**src/rtl/fetch_unit.sv**
```systemverilog
// Instruction fetch stage: one outstanding request to instruction memory,
// a single-entry output slot toward decode, and redirect with in-flight kill.
module fetch_unit #(
    parameter logic [31:0] RESET_PC = 32'h0000_0000
) (
    input  logic        clk,
    input  logic        rst,
    output logic        imem_req_o,
    output logic [31:0] imem_addr_o,
    input  logic        imem_gnt_i,
    input  logic        imem_rvalid_i,
    input  logic [31:0] imem_rdata_i,
    input  logic        redirect_i,
    input  logic [31:0] redirect_pc_i,
    output logic        id_valid_o,
    input  logic        id_ready_i,
    output logic [31:0] id_instr_o,
    output logic [31:0] id_pc_o,
    output logic        id_illegal_o
);

    typedef enum logic {
        S_REQ  = 1'b0,
        S_WAIT = 1'b1
    } state_t;

    localparam logic [31:0] PC_STEP = 32'd4;

    state_t      r_state;
    state_t      w_state_nxt;
    logic [31:0] r_pc;
    logic [31:0] w_pc_nxt;
    logic [31:0] r_inflight_pc;
    logic [31:0] w_inflight_pc_nxt;
    logic        r_kill;
    logic        w_kill_nxt;
    logic        r_valid;
    logic        w_valid_nxt;
    logic [31:0] r_instr;
    logic [31:0] w_instr_nxt;
    logic [31:0] r_slot_pc;
    logic [31:0] w_slot_pc_nxt;

    logic        w_req;
    logic        w_fire;
    logic        w_hs;
    logic        w_resp;
    logic [31:0] w_redirect_pc;

    // A new request needs an idle memory port and room in the slot at
    // the next edge (empty now, or being drained this cycle).
    assign w_req  = (r_state == S_REQ) && !redirect_i
                    && (!r_valid || id_ready_i);
    assign w_fire = w_req && imem_gnt_i;
    assign w_hs   = r_valid && id_ready_i;
    assign w_resp = (r_state == S_WAIT) && imem_rvalid_i;

    assign w_redirect_pc = {redirect_pc_i[31:2], 2'b00};

    assign imem_req_o   = w_req;
    assign imem_addr_o  = r_pc;
    assign id_valid_o   = r_valid;
    assign id_instr_o   = r_instr;
    assign id_pc_o      = r_slot_pc;
    assign id_illegal_o = (r_instr[1:0] != 2'b11);

    always_comb begin
        w_state_nxt       = r_state;
        w_pc_nxt          = r_pc;
        w_inflight_pc_nxt = r_inflight_pc;
        w_kill_nxt        = r_kill;
        w_valid_nxt       = r_valid;
        w_instr_nxt       = r_instr;
        w_slot_pc_nxt     = r_slot_pc;

        if (w_hs) begin
            w_valid_nxt = 1'b0;
        end

        unique case (r_state)
            S_REQ: begin
                if (w_fire) begin
                    w_inflight_pc_nxt = r_pc;
                    w_pc_nxt          = r_pc + PC_STEP;
                    w_state_nxt       = S_WAIT;
                end
            end
            S_WAIT: begin
                if (w_resp) begin
                    w_state_nxt = S_REQ;
                    w_kill_nxt  = 1'b0;
                    if (!r_kill && !redirect_i) begin
                        w_valid_nxt   = 1'b1;
                        w_instr_nxt   = imem_rdata_i;
                        w_slot_pc_nxt = r_inflight_pc;
                    end
                end
            end
            default: begin
                w_state_nxt = S_REQ;
            end
        endcase

        // Redirect overrides everything; a fetch still in flight is
        // marked so its response is dropped when it eventually returns.
        if (redirect_i) begin
            w_pc_nxt    = w_redirect_pc;
            w_valid_nxt = 1'b0;
            if ((r_state == S_WAIT) && !imem_rvalid_i) begin
                w_kill_nxt = 1'b1;
            end
        end
    end

    always_ff @(posedge clk or posedge rst) begin
        if (rst) begin
            r_state       <= S_REQ;
            r_pc          <= RESET_PC;
            r_inflight_pc <= 32'h0;
            r_kill        <= 1'b0;
            r_valid       <= 1'b0;
            r_instr       <= 32'h0;
            r_slot_pc     <= 32'h0;
        end else begin
            r_state       <= w_state_nxt;
            r_pc          <= w_pc_nxt;
            r_inflight_pc <= w_inflight_pc_nxt;
            r_kill        <= w_kill_nxt;
            r_valid       <= w_valid_nxt;
            r_instr       <= w_instr_nxt;
            r_slot_pc     <= w_slot_pc_nxt;
        end
    end

endmodule

```
**config.mk**
```make
export PLATFORM = sky130hd
export DESIGN_NAME = fetch_unit
export DESIGN_NICKNAME = d
export VERILOG_FILES = /design/src/rtl/fetch_unit.sv
export SDC_FILE = /design/constraint.sdc
export NUM_CORES = 1
export LEC_CHECK = 0
export BUFFER_PORTS_ARGS = -buffer_cell sky130_fd_sc_hd__buf_2
export CAP_MARGIN = 30
export CELL_PAD_IN_SITES_DETAIL_PLACEMENT = 0
export CELL_PAD_IN_SITES_GLOBAL_PLACEMENT = 2
export CORE_UTILIZATION = 28
export DETAILED_ROUTE_END_ITERATION = 7
export GPL_TIMING_DRIVEN = 0
export PLACE_DENSITY_LB_ADDON = 0.1
export SLEW_MARGIN = 20
export SYNTH_ARGS = -nofsm -noshare
export SYNTH_HDL_FRONTEND = slang
export SYNTH_SLANG_ARGS = --single-unit
```
**constraint.sdc**
```tcl
create_clock -name clk -period 3.2 [get_ports clk]
set_input_delay 0.16 -clock clk [delete_from_list [all_inputs] [get_ports clk]]
set_output_delay 0.16 -clock clk [all_outputs]
set_load 0.03 [all_outputs]
```
* After elaboration in Yosys (flattened, before gate mapping)
Cells that the tools add are included. W data, S select, Z words.
Operators by class: $add $sub $neg 1, eq/ne operators 2, shift-type cells 0, reduce and logical (&&, ||, !) cells 16, multiply operators 0, bitwise operators 1, $lt $le $gt $ge 0, div/mod/pow operators 0, muxes and demuxes 15
Operators by type and width (number):
- $mux W32 | 3
- $add A32 B3 Y32 const B | 1
- $mux W1 | 11
- $logic_and A1 B1 Y1 | 7
- $logic_not A1 Y1 | 4
- $ne A2 B2 Y1 const B | 2
- $reduce_and A2 Y1 | 2
- $reduce_and A3 Y1 | 1
- $pmux W1 S2 | 1
- $reduce_bool A2 Y1 | 1
- $logic_or A1 B1 Y1 | 1
- $not A1 Y1 | 1
Word-level totals: memories kept 0, word-level logic and storage cells 42, register bits after elaboration 131, ROM bits 0, output and inout bits 99, latch bits 0, bits in writable memories 0

* Longest topological paths before layout
depth after elaboration 7, mapped depth 6, depth with buffers taken out 6

* Least setup slack after synthesis
Ideal clock, no wire load.
path kind register to register, start point register r_pc[2] (netlist: imem_addr_o[2]), end point register r_pc[30] (netlist: imem_addr_o[30]), library setup time 0.069 ns, buffers on the path 0, arrival time 1.911 ns, data required time 3.131 ns, path slack 1.220 ns, cell stages (with the launch flop) 7, cells stage by stage dfrtp_1 ha_1 nand4_1 nor3_2 nand3_1 or4_1 nand3_1
Between the ends: longest elaborated chain between the ends 4
Ends and longest elaborated chain:
- from (decl) | RTL line 31 | logic [31:0] r_pc;
- from (signal assigned) | RTL line 126 | r_pc <= w_pc_nxt;
- $add A32 B3 Y32 | RTL line 84 | w_pc_nxt = r_pc + PC_STEP;
- $mux W32 | RTL line 82 | if (w_fire) begin
- $mux W32 | RTL line 80 | unique case (r_state)
- $mux W32 | RTL line 106 | if (redirect_i) begin
No other way between the ends. The select of a mux whose other input is x is not followed. A chain may end at the register's enable or synchronous reset.

* Worst setup path after layout
Ends and elaborated chain as after synthesis.

==> impl_metrics.json <==
{
  "status": "finished clean",
  "power-per-cell-area_nw_per_um2": 814.1,
  "pwr-share-seq": 0.379,
  "irDropWorstVdd_mv": 0.3620,
  "antennaDiodeCount": 0,
  "crit_type": "reg -> reg",
  "yosysSeqAreaShare": 0.5858,
  "die_x_um": 140.1,
  "fin_tns_setup_ps": 0,
  "tightest_slew_ps": 825.3,
  "wl_per_cell_um": 15.86,
  "yosysTopAreaCellShare": 0.5858,
  "cts_tree": "done",
  "die-area_um2": 19630,
  "path_common_cell": "nand3_1",
  "htree_levels": 4,
  "slew_violations": 0,
  "die_height_um": 140.1,
  "grt_pass1_vias": 4314,
  "grt_max_degree": 34,
  "grt_overflow": 0,
  "io_buffers": 162,
  "p_int_uw": 4020,
  "stdcell_count": 911,
  "cts_sinks": 125,
  "place_area_um2": 6539,
  "synth_cell_type_count": 46,
  "fin_worst_skew_ps": 5.927,
  "fillers": 1842,
  "grtUsageTotal": 0.1583,
  "cts_root_buffer": "clkbuf_16",
  "start_kind": "register",
  "p_sw_uw": 2261,
  "grt_pass1_wl_um": 23670,
  "cts.clk_slew.worst_paths_ps": 60,
  "switching_share": 0.3599,
  "cts_buffer_depth": 2,
  "relSlewSlack": 0.4468,
  "synth_cells": 415,
  "antenna_found_initial": 0,
  "ys_async_sr_fraction": 1.000,
  "start_util": 0.2855,
  "worstSetupEndpointType": "register",
  "yosys_warnings": 0,
  "min_path_type": "in -> reg",
  "synth_top_cell_by_area": "dfrtp_1",
  "final_nets": 736,
  "drc": 0,
  "ioPinCount": 169,
  "routed_wl_um": 14440,
  "synth_area_per_cell_um2": 12.87,
  "place.gp.congestion": 0.7245,
  "fmax_mhz": 433.3,
  "setup_viol": 0,
  "ys_top_cells_by_area": "dfrtp_1, mux2_2, nand2_1, xnor2_1, mux2_1",
  "dr.pass1.iters": 4,
  "core-area_um2": 18710,
  "synth_most_common_cell": "dfrtp_1",
  "dp.cells": 818,
  "crit_path_cell_trace": "ha_1, nand4_1, nor3_2, nand3_1, or4_1, nand3_1",
  "cts_buffers": 17,
  "rows": 50,
  "rsz0062_at_grt": "no",
  "synth_seq_cells": 125,
  "synthesis.area_um2": 5340,
  "cp_max_fo": 6,
  "fin_ws_ps": 892.1,
  "maxCapViolations": 0,
  "clockPowerShare": 0.289,
  "finish.utilization": 0.4124,
  "finalInstanceArea_um2": 7715,
  "hpwlAfterDp_um": 10490,
  "drive_above_1_share": 0.4476,
  "timing.final.hold_violations": 0,
  "synth_ff_type": "dfrtp_1",
  "fin_crit_ps": 2308,
  "power_frac_comb": 0.331,
  "postCtsSetupRepairBufs": 0,
  "ant_nets": 0,
  "required_ps": 3550,
  "first_iter_violations": 124,
  "period_share": 0.7212,
  "synth-edff-count": 0,
  "leakage_uw": 0.003576,
  "arrival_ps": 2660,
  "clock_latency_ps": 410,
  "cp_slowest_cell": "or4_1",
  "vias_per_cell": 4.443,
  "place_worst_setup_slack_ps": 834.1,
  "max_stage_delay_ps": 510,
  "num_vias": 4048,
  "area_growth_syn_to_layout_pct": 44.47,
  "synthTopCellsByCount": "dfrtp_1, mux2_2, nand2_1"
}
==> power by group through the flow <==
| stage | logic (uW) | registers (uW) | clock network, uW |
|---|---|---|---|
| after floorplan | 579 | 3220 | 0 |
| after global placement | 2020 | 2400 | 0 |
| after detailed placement | 2050 | 2420 | 0 |
| after CTS | 2110 | 2390 | 1870 |
| after global routing | 2220 | 2470 | 1950 |
| final | 2080 | 2380 | 1820 |
==> cell usage in the layout (no fill, tap or decap), drive strengths merged, types with 2 or more instances in the layout <==
| cell | count |
|---|---|
| dlygate4sd3 | 62 |
| or4 | 3 |
| nor2 | 8 |
| clkbuf | 31 |
| o211ai | 4 |
| clkinvlp | 3 |
| dfrtp | 125 |
| inv | 3 |
| xor2 | 7 |
| and3 | 3 |
| conb | 4 |
| mux2i | 2 |
| and4 | 4 |
| nand4 | 13 |
| nand2b | 3 |
| nand3 | 11 |
| nand2 | 46 |
| nor3 | 9 |
| a21oi | 3 |
| clkinv | 3 |
| o21ai | 25 |
| nor2b | 3 |
| mux2 | 92 |
| nor4 | 4 |
| buf | 181 |
| xnor2 | 16 |
==> final cells by class <==
type,instances,area [um^2],share of cell area
Multi-Input combinational cell,268,2095,0.2715
Buffer,21,113.9,0.01476
Tap cell,234,292.8,0.03795
Clock buffer,25,495.5,0.06422
Sequential cell,125,3128,0.4054
Clock inverter,6,60.06,0.007785
Inverter,4,18.77,0.002433
Timing Repair Buffer,228,1511,0.1959
==> critical path: cells and delay by family, from the launching register on <==
family	cells	cell delay (ps)
DFF	1	460
adders and majority gates	1	240
and+or+nand+nor	5	1540
==> path summary, 6_finish.rpt <==
| kind | startpoint | endpoint | slack [ps] | cells past startpoint |
|---|---|---|---|---|
| setup / recovery | imem_addr_o[2] | imem_addr_o[30] | 890 | 6 |
| hold / removal | redirect_pc_i[28] | imem_addr_o[28] | 20 | 2 |
| setup reg to reg | imem_addr_o[2] | imem_addr_o[30] | 890 | 6 |
| hold reg to reg | r_inflight_pc[24] | r_inflight_pc[24] | 480 | 2 |
| max in group asynchronous | rst | imem_addr_o[15] | 2270 | 5 |
| min in group asynchronous | rst | r_inflight_pc[29] | 250 | 3 |
==> metal layers <==
metal,global-route usage,share of wire,up-vias
met3,0.04376,0.055,14
met4,0.05552,0.014,0
met2,0.2584,0.47,129
met5,0,0,-
li1,-,-,1970
met1,0.2010,0.46,1935
==> sequential cells by signal (all words and copies together) (netlist names) <==
register / count
imem_addr_o: 30
id_pc_o: 30
r_inflight_pc: 30
r_state: 1
r_kill: 1
id_valid_o: 1
id_instr_o: 32
==> cell families after synthesis <==
family	synth area share
compound gates	0.03936
simple gates	0.1122
xor+xnor	0.03772
mux	0.1978
flops	0.5858
fa+ha+maj	0.002343
other cells	0.0007022
buf+inv	0.02413
==> repair_timing <==
action                    in CTS  in global routing
hold endpoints to repair     133                  0
hold buffers                  62                  0
resized for setup              0                  0
==> metrics by stage <==
| stage | total power, uW | hold slack (ps) |
|---|---|---|
| after floorplan | 3798 | 250.0 |
| after global placement | 4412 | 369.2 |
| after detailed placement | 4466 | 136.1 |
| after CTS | 6369 | 9.654 |
| after global routing | 6632 | 26.95 |
| final | 6281 | 20.94 |
Note: power is estimated with default switching activity, not from simulation.
